**src/rtl/program_fetch_sequencer.sv**
```systemverilog
// Instruction-fetch controller: owns the PC, addresses the program ROM and feeds a
// 2-entry prefetch queue to the decoder over a valid/ready handshake.
module program_fetch_sequencer #(
  parameter int ADDR_WIDTH = 8,
  parameter int DATA_WIDTH = 4,
  parameter int RESET_PC   = 0
) (
  input  logic                  clk,
  input  logic                  rst,
  input  logic                  start_i,
  input  logic                  halt_i,
  input  logic                  redirect_i,
  input  logic [ADDR_WIDTH-1:0] redirect_addr_i,
  output logic [ADDR_WIDTH-1:0] rom_addr_o,
  input  logic [DATA_WIDTH-1:0] rom_data_i,
  output logic [DATA_WIDTH-1:0] instr_o,
  output logic [ADDR_WIDTH-1:0] instr_pc_o,
  output logic                  instr_valid_o,
  input  logic                  instr_ready_i,
  output logic                  running_o
);

  localparam logic [0:0] ST_IDLE = 1'b0;
  localparam logic [0:0] ST_RUN  = 1'b1;
  localparam logic [ADDR_WIDTH-1:0] PC_RST = ADDR_WIDTH'(RESET_PC);
  localparam logic [ADDR_WIDTH-1:0] PC_ONE = ADDR_WIDTH'(1);

  logic [0:0]            state_r, state_s;
  logic [ADDR_WIDTH-1:0] pc_r, pc_s;

  // Queue head drives the outputs directly; tail is the second slot.
  logic                  head_v_r, head_v_s;
  logic [DATA_WIDTH-1:0] head_op_r, head_op_s;
  logic [ADDR_WIDTH-1:0] head_pc_r, head_pc_s;
  logic                  tail_v_r, tail_v_s;
  logic [DATA_WIDTH-1:0] tail_op_r, tail_op_s;
  logic [ADDR_WIDTH-1:0] tail_pc_r, tail_pc_s;

  logic pop_s;
  logic full_s;
  logic fetch_s;

  assign pop_s   = head_v_r & instr_ready_i;
  assign full_s  = head_v_r & tail_v_r;
  assign fetch_s = (state_r == ST_RUN) & ~redirect_i & (~full_s | pop_s);

  assign rom_addr_o    = pc_r;
  assign instr_o       = head_op_r;
  assign instr_pc_o    = head_pc_r;
  assign instr_valid_o = head_v_r;
  assign running_o     = (state_r == ST_RUN);

  // Run/idle control; halt takes priority over start.
  always_comb begin
    state_s = state_r;
    case (state_r)
      ST_IDLE: begin
        if (start_i && !halt_i) state_s = ST_RUN;
        else                    state_s = ST_IDLE;
      end
      ST_RUN: begin
        if (halt_i) state_s = ST_IDLE;
        else        state_s = ST_RUN;
      end
      default: state_s = ST_IDLE;
    endcase
  end

  // Program counter: redirect load beats sequential increment.
  always_comb begin
    pc_s = pc_r;
    if (redirect_i)   pc_s = redirect_addr_i;
    else if (fetch_s) pc_s = pc_r + PC_ONE;
    else              pc_s = pc_r;
  end

  // Queue update: flush, pop-and-shift, then append the fetched entry behind any survivor.
  always_comb begin
    head_v_s  = head_v_r;
    head_op_s = head_op_r;
    head_pc_s = head_pc_r;
    tail_v_s  = tail_v_r;
    tail_op_s = tail_op_r;
    tail_pc_s = tail_pc_r;
    if (redirect_i) begin
      head_v_s = 1'b0;
      tail_v_s = 1'b0;
    end else if (pop_s) begin
      if (tail_v_r) begin
        head_v_s  = 1'b1;
        head_op_s = tail_op_r;
        head_pc_s = tail_pc_r;
        tail_v_s  = fetch_s;
        if (fetch_s) begin
          tail_op_s = rom_data_i;
          tail_pc_s = pc_r;
        end else begin
          tail_op_s = tail_op_r;
        end
      end else begin
        head_v_s = fetch_s;
        if (fetch_s) begin
          head_op_s = rom_data_i;
          head_pc_s = pc_r;
        end else begin
          head_op_s = head_op_r;
        end
      end
    end else if (!head_v_r) begin
      head_v_s = fetch_s;
      if (fetch_s) begin
        head_op_s = rom_data_i;
        head_pc_s = pc_r;
      end else begin
        head_op_s = head_op_r;
      end
    end else if (!tail_v_r) begin
      tail_v_s = fetch_s;
      if (fetch_s) begin
        tail_op_s = rom_data_i;
        tail_pc_s = pc_r;
      end else begin
        tail_op_s = tail_op_r;
      end
    end else begin
      head_v_s = head_v_r;
    end
  end

  // State, PC and queue registers.
  always_ff @(posedge clk or posedge rst) begin
    if (rst) begin
      state_r   <= ST_IDLE;
      pc_r      <= PC_RST;
      head_v_r  <= 1'b0;
      head_op_r <= {DATA_WIDTH{1'b0}};
      head_pc_r <= {ADDR_WIDTH{1'b0}};
      tail_v_r  <= 1'b0;
      tail_op_r <= {DATA_WIDTH{1'b0}};
      tail_pc_r <= {ADDR_WIDTH{1'b0}};
    end else begin
      state_r   <= state_s;
      pc_r      <= pc_s;
      head_v_r  <= head_v_s;
      head_op_r <= head_op_s;
      head_pc_r <= head_pc_s;
      tail_v_r  <= tail_v_s;
      tail_op_r <= tail_op_s;
      tail_pc_r <= tail_pc_s;
    end
  end

endmodule
```
**config.mk**
```make
export PLATFORM = sky130hd
export DESIGN_NAME = program_fetch_sequencer
export DESIGN_NICKNAME = d
export VERILOG_FILES = /design/src/rtl/program_fetch_sequencer.sv
export SDC_FILE = /design/constraint.sdc
export NUM_CORES = 1
export LEC_CHECK = 0
export BUFFER_PORTS_ARGS = -buffer_cell sky130_fd_sc_hd__buf_2
export CORE_MARGIN = 1
export CORE_UTILIZATION = 32
export CTS_CLUSTER_SIZE = 12
export DETAILED_ROUTE_END_ITERATION = 10
export HOLD_SLACK_MARGIN = 0.02
export SYNTH_ARGS = -nofsm -noshare
export SYNTH_HDL_FRONTEND = slang
export SYNTH_SLANG_ARGS = --single-unit
```
**constraint.sdc**
```tcl
create_clock -name clk -period 1.5 [get_ports clk]
set_input_delay 0.225 -clock clk [delete_from_list [all_inputs] [get_ports clk]]
set_output_delay 0.225 -clock clk [all_outputs]
set_load 0.005 [all_outputs]
```
# After elaboration in Yosys (flattened, before gate mapping)
# Index checks and enable logic that the tools add are counted.
dict set report totals {
  register_bits 35
  inputBits 18
  out_inout_bits 22
  word_cells 58
}
dict set report op_classes {
  add_sub_neg 1
  eq_ne 3
  muxes 31
  n_bitwise 8
  n_reduce_logical 7
}
# operator count
set ops {}
lappend ops {{$mux W8} 11}
lappend ops {{$mux W4} 9}
lappend ops {{$mux W1} 10}
lappend ops {{$add A8 B1 Y8 const B} 1}
lappend ops {{$and A1 B1 Y1} 4}
lappend ops {{$ne A2 B1 Y1 const B} 2}
lappend ops {{$reduce_and A4 Y1} 1}
lappend ops {{$reduce_bool A2 Y1} 2}
lappend ops {{$not A1 Y1} 3}
lappend ops {{$reduce_bool A3 Y1} 1}
lappend ops {{$ne A2 B2 Y1 const B} 1}
lappend ops {{$pmux W1 S2} 1}
lappend ops {{$reduce_and A2 Y1} 1}
lappend ops {{$logic_and A1 B1 Y1} 1}
lappend ops {{$logic_not A1 Y1} 1}
lappend ops {{$or A1 B1 Y1} 1}

# Longest topological paths before layout
dict set report logic_depth {
  depth_word 8
  ltp_mapped 5
  ltp_nobuf 4
}

# Least setup slack after synthesis
# No wires, ideal clock.
dict set report synth_timing {
  path_kind {register to register}
  start {register state_r, in the netlist running_o}
  end {register tail_op_r[0]}
  setup_time_ns 0.125
  t_arrival_ns 1.365
  required_time_ns 1.375
  setup_slack_ns 0.010
  stages_incl_launch_ff 6
  n_path_buf 2
  period_less_slack_ns 1.490
  path_cell_list {dfrtp_1 buf_2 and2b_1 and3_1 buf_4 mux2_2}
}
dict set report synth_between {
  elab_chain_cells 6
  word_cells_on_any_way 7
  classes_between {5 x mux; 2 x bitwise}
}
# element line_no
set synth_lines {}
lappend synth_lines {{start, declared} 28} ;# logic [0:0] state_r, state_s;
lappend synth_lines {{start signal, assigned} 142} ;# state_r <= state_s;
lappend synth_lines {{$and A1 B1 Y1 (*) (2 in a row)} 45} ;# assign fetch_s = (state_r == ST_RUN) & ~redirect_i & (~full_s | pop_s);
lappend synth_lines {{$mux W4 (*)} --}
lappend synth_lines {{$mux W4 (2 in a row)} --}
lappend synth_lines {{$mux W4 (*)} --}
lappend synth_lines {{end signal, assigned} 139} ;# tail_op_r <= {DATA_WIDTH{1'b0}};
lappend synth_lines {{end signal, assigned} 148} ;# tail_op_r <= tail_op_s;
lappend synth_lines {{end, declared} 36} ;# logic [DATA_WIDTH-1:0] tail_op_r, tail_op_s;
# Every way passes the cells marked *; elsewhere a longest branch is shown, timed or not. The select of a mux whose other input is x is not followed.
# A chain may end at the register's enable or synchronous reset.

# Worst setup path in the final report
dict set report layout_timing {
  start {register head_v_r, in the netlist instr_valid_o}
  end {register pc_r[6], in the netlist rom_addr_o[6]}
}
dict set report layout_between {
  elab_chain_cells 5
  word_cells_on_any_way 6
  classes_between {5 x bitwise; 1 x reduce/logical}
}
# element line_no
set layout_lines {}
lappend layout_lines {{start, declared} 32} ;# logic head_v_r, head_v_s;
lappend layout_lines {{start signal, assigned} 144} ;# head_v_r <= head_v_s;
lappend layout_lines {{$and A1 B1 Y1} 44} ;# assign full_s = head_v_r & tail_v_r;
lappend layout_lines {{$not A1 Y1} 45}
lappend layout_lines {{$or A1 B1 Y1 (*)} 45}
lappend layout_lines {{$and A1 B1 Y1 (*)} 45}
lappend layout_lines {{$reduce_bool A2 Y1 (no line) (*)} --}
lappend layout_lines {{end signal, assigned} 143} ;# pc_r <= pc_s;
lappend layout_lines {{end, declared} 29} ;# logic [ADDR_WIDTH-1:0] pc_r, pc_s;
# Every way passes the cells marked *; elsewhere a longest branch is shown, timed or not.

==> impl_metrics.ini <==
[status]
outcome = finished, final reports clean

[cells_and_area]
final_core_util_pct = 43.2
areaGrowthSynthToFinish_pct = 29.7
nets = 228
stdcell_area_um2 = 2200
drive_gt1_share_pct = 41.0
fin_cells = 280
num_antenna_cells = 0

[die]
die_w_um = 74.9
core_area_um2 = 5110
start_util_pct = 33.3
die_h_um = 74.9
rows = 26
io_pins = 40
die_area_um2 = 5610

[logic_synthesis]
synth.area.top_cells = dfrtp_1 (52%), mux2_2 (7.9%), a2bb2oi_1 (5.7%), o32ai_1 (5.2%), or4_1 (2.6%)
synth_top_area_share_pct = 51.5
synth-main-ff-cell = dfrtp_1
synth.distinct_cells = 36
yosysWarnings = 0
synth_mux_area_share_pct = 7.95
syn_nets = 173
synth_compound_area_share_pct = 19.8
synth_edf_count = 0
netlist_area_um2 = 1700
yosys.area.top_type = dfrtp_1
syn_avg_cell_area_um2 = 11.0
synthArstFlopShare_pct = 100
synth-xor-area-share_pct = 0.515
synth_top_family_by_area = compound AO/OA/AOI/OAI gates
synth_cells = 154
synth_seq_cells = 35
synth_fa_ha_area_share_pct = 0.736
synth-simple-area-share_pct = 14.3
ys_seq_area_share_pct = 51.5

[global_routing]
grt_pass1_vias = 1424
grt_max_degree = 36
grt_pass1_wl_um = 6820
antenna_found_initial = 0
grt_usage_pct = 16.5
gr-total-overflow = 0

[power]
power_frac_comb_pct = 21.3
clkPwrFrac_pct = 27.5
power.share.sequential_pct = 51.2
power.leakage_nw = 0.958
peakVddDrop_mv = 0.569
power.switching_uw = 702
switching_share_pct = 28.5
power_density_nw_per_um2 = 1120
intPower_mw = 1.76

[routing]
vias = 1439
ant_nets = 0
routed_wl_um = 4120
drc = 0
drt_iter0_drc = 89
via_per_inst = 5.14
wire_per_inst_um = 14.7
firstDrtPassIters = 4

[clocking]
cts_buffer_depth = 2
root_buffer = clkbuf_8
cts_hold_buffers = 0
clkTransAtPathRegs_ns = 0.08
cts_tree = yes
clk_latency_ns = 0.29
numCtsBuffers = 5
clock_sinks = 35
cts-htree-levels = 2

[sta]
max_freq_mhz = 704
holdWs_ns = 0.00971
skew_ns = 0.0130
period_minus_slack_ns = 1.42
final-setup-viol-count = 0
final-hold-violation-count = 0
relSlewSlack_pct = 68.7
slew_violations = 0
tightest_slew_ns = 0.469
period_share_pct = 94.7

[placed_design]
place_inst = 269
place.gp.congestion = 0.775
dp_hpwl_um = 2820
io_buffers = 39
dpl_cell_area_um2 = 2080

[worst_setup_path]
crit_buf_inv = 0
crit_path_end_kind = flip-flop
crit_type = flip-flop to flip-flop
critPathMaxFanout = 9
critPathRequiredTime_ns = 1.71
startpoint_type = flip-flop
max_stage_delay_ns = 0.49
slowest_stage = or4_1
path_delay_family = simple AND/OR/NAND/NOR gates
crit_chain = and3b_4 > or4_1 > a31oi_1
arrival_ns = 1.63

[min_path]
hold_path.class = input pin to asynchronous set/reset pin

[run]
drv_cap = 0
==> registers in the layout (all words and copies together) (netlist names) <==
signal / cells
instr_pc_o: 8
rom_addr_o: 8
tail_pc_r: 8
instr_o: 4
tail_op_r: 4
instr_valid_o: 1
running_o: 1
tail_v_r: 1
==> area by class of cell <==
| type | instances | area [µm²] |
|---|---|---|
| Clock buffer | 5 | 68.8 |
| Clock inverter | 3 | 20.0 |
| Fill cell | 512 | 2900 |
| Inverter | 7 | 26.3 |
| Multi-Input combinational cell | 100 | 746 |
| Sequential cell | 35 | 878 |
| Tap cell | 70 | 87.6 |
| Timing Repair Buffer | 60 | 378 |
==> routing by layer <==
metal	GRT usage [%]	routed length (µm)	vias to the layer above
li1	-	-	702
met1	21.8	1890	706
met2	26.8	2050	26
met3	4.02	122	5
met4	5.03	55	0
met5	0	0	-
==> logic make-up (layout without fill, tap and decap cells) <==
family | Yosys count | count (layout)
flops | 35 | 35
simple gates | 42 | 42
xor+xnor | 1 | 1
compound gates | 44 | 44
fa+ha+maj | 1 | 1
buf+inv | 19 | 75
mux | 12 | 12
==> path summary, 6_finish.rpt <==
check	startpoint	to	slack, ns	depth (start not counted)
worst max-delay path	instr_valid_o	rom_addr_o[6]	0.08	3
min in group clk	halt_i	running_o	0.08	2
worst min register to register	tail_pc_r[4]	tail_pc_r[4]	0.51	1
max in group asynchronous	rst	running_o	1.15	3
worst max register to register	instr_valid_o	rom_addr_o[6]	0.08	3
worst min-delay path	rst	instr_o[2]	0.01	3
==> metrics by stage <==
stage	total power, mW	setup TNS [ns]	worst slack, ns
6_report	2.46	0	0.0799
5_1_grt	2.62	-0.00981	-0.00678
4_1_cts	2.49	0	0.0237
3_5_place_dp	1.80	0	0.0453
3_3_place_gp	1.79	0	0.0445
2_1_floorplan	1.56	0	0.0102
==> placed cells by master (no fill, tap or decap), drive strengths merged, types with 3 or more instances in the layout <==
cell     Yosys  final
buf          8     59
dfrtp       35     35
mux2        12     12
a2bb2oi     11     11
o32ai       10     10
nor2         9      9
nand3        8      8
inv          7      7
or4          6      6
clkbuf       4      6
a31oi        5      5
o21ai        4      4
nand2        3      3
o31ai        3      3
==> worst reg2reg max path, delay by kind of cell, from the launching register on <==
| kind | cells | cell delay, ns |
|---|---|---|
| compound gates | 1 | 0.16 |
| simple gates | 2 | 0.73 |
| flops | 1 | 0.45 |
==> timing repair <==
action,CTS,global route
setup endpoints to repair,0,12
buffers inserted,0,3
gates resized for setup,0,4
==> synth_stat cells, types with 4 or more instances <==
cell       count
o32ai_1       10
or4_1          6
nand3_1        8
a2bb2oi_1     11
a31oi_1        5
nor2_1         9
dfrtp_1       35
buf_2          4
mux2_2        12
inv_1          7
o21ai_0        4
clkbuf_1       4
==> power by group through the flow <==
stage | combinational, mW | clock [mW] | sequential (mW)
final | 0.525 | 0.676 | 1.26
after global placement | 0.511 | 0 | 1.27
after global routing | 0.592 | 0.744 | 1.29
after CTS | 0.525 | 0.704 | 1.26
after floorplan | 0.304 | 0 | 1.25
after detailed placement | 0.524 | 0 | 1.27
Power figures use the tool's default switching activity.
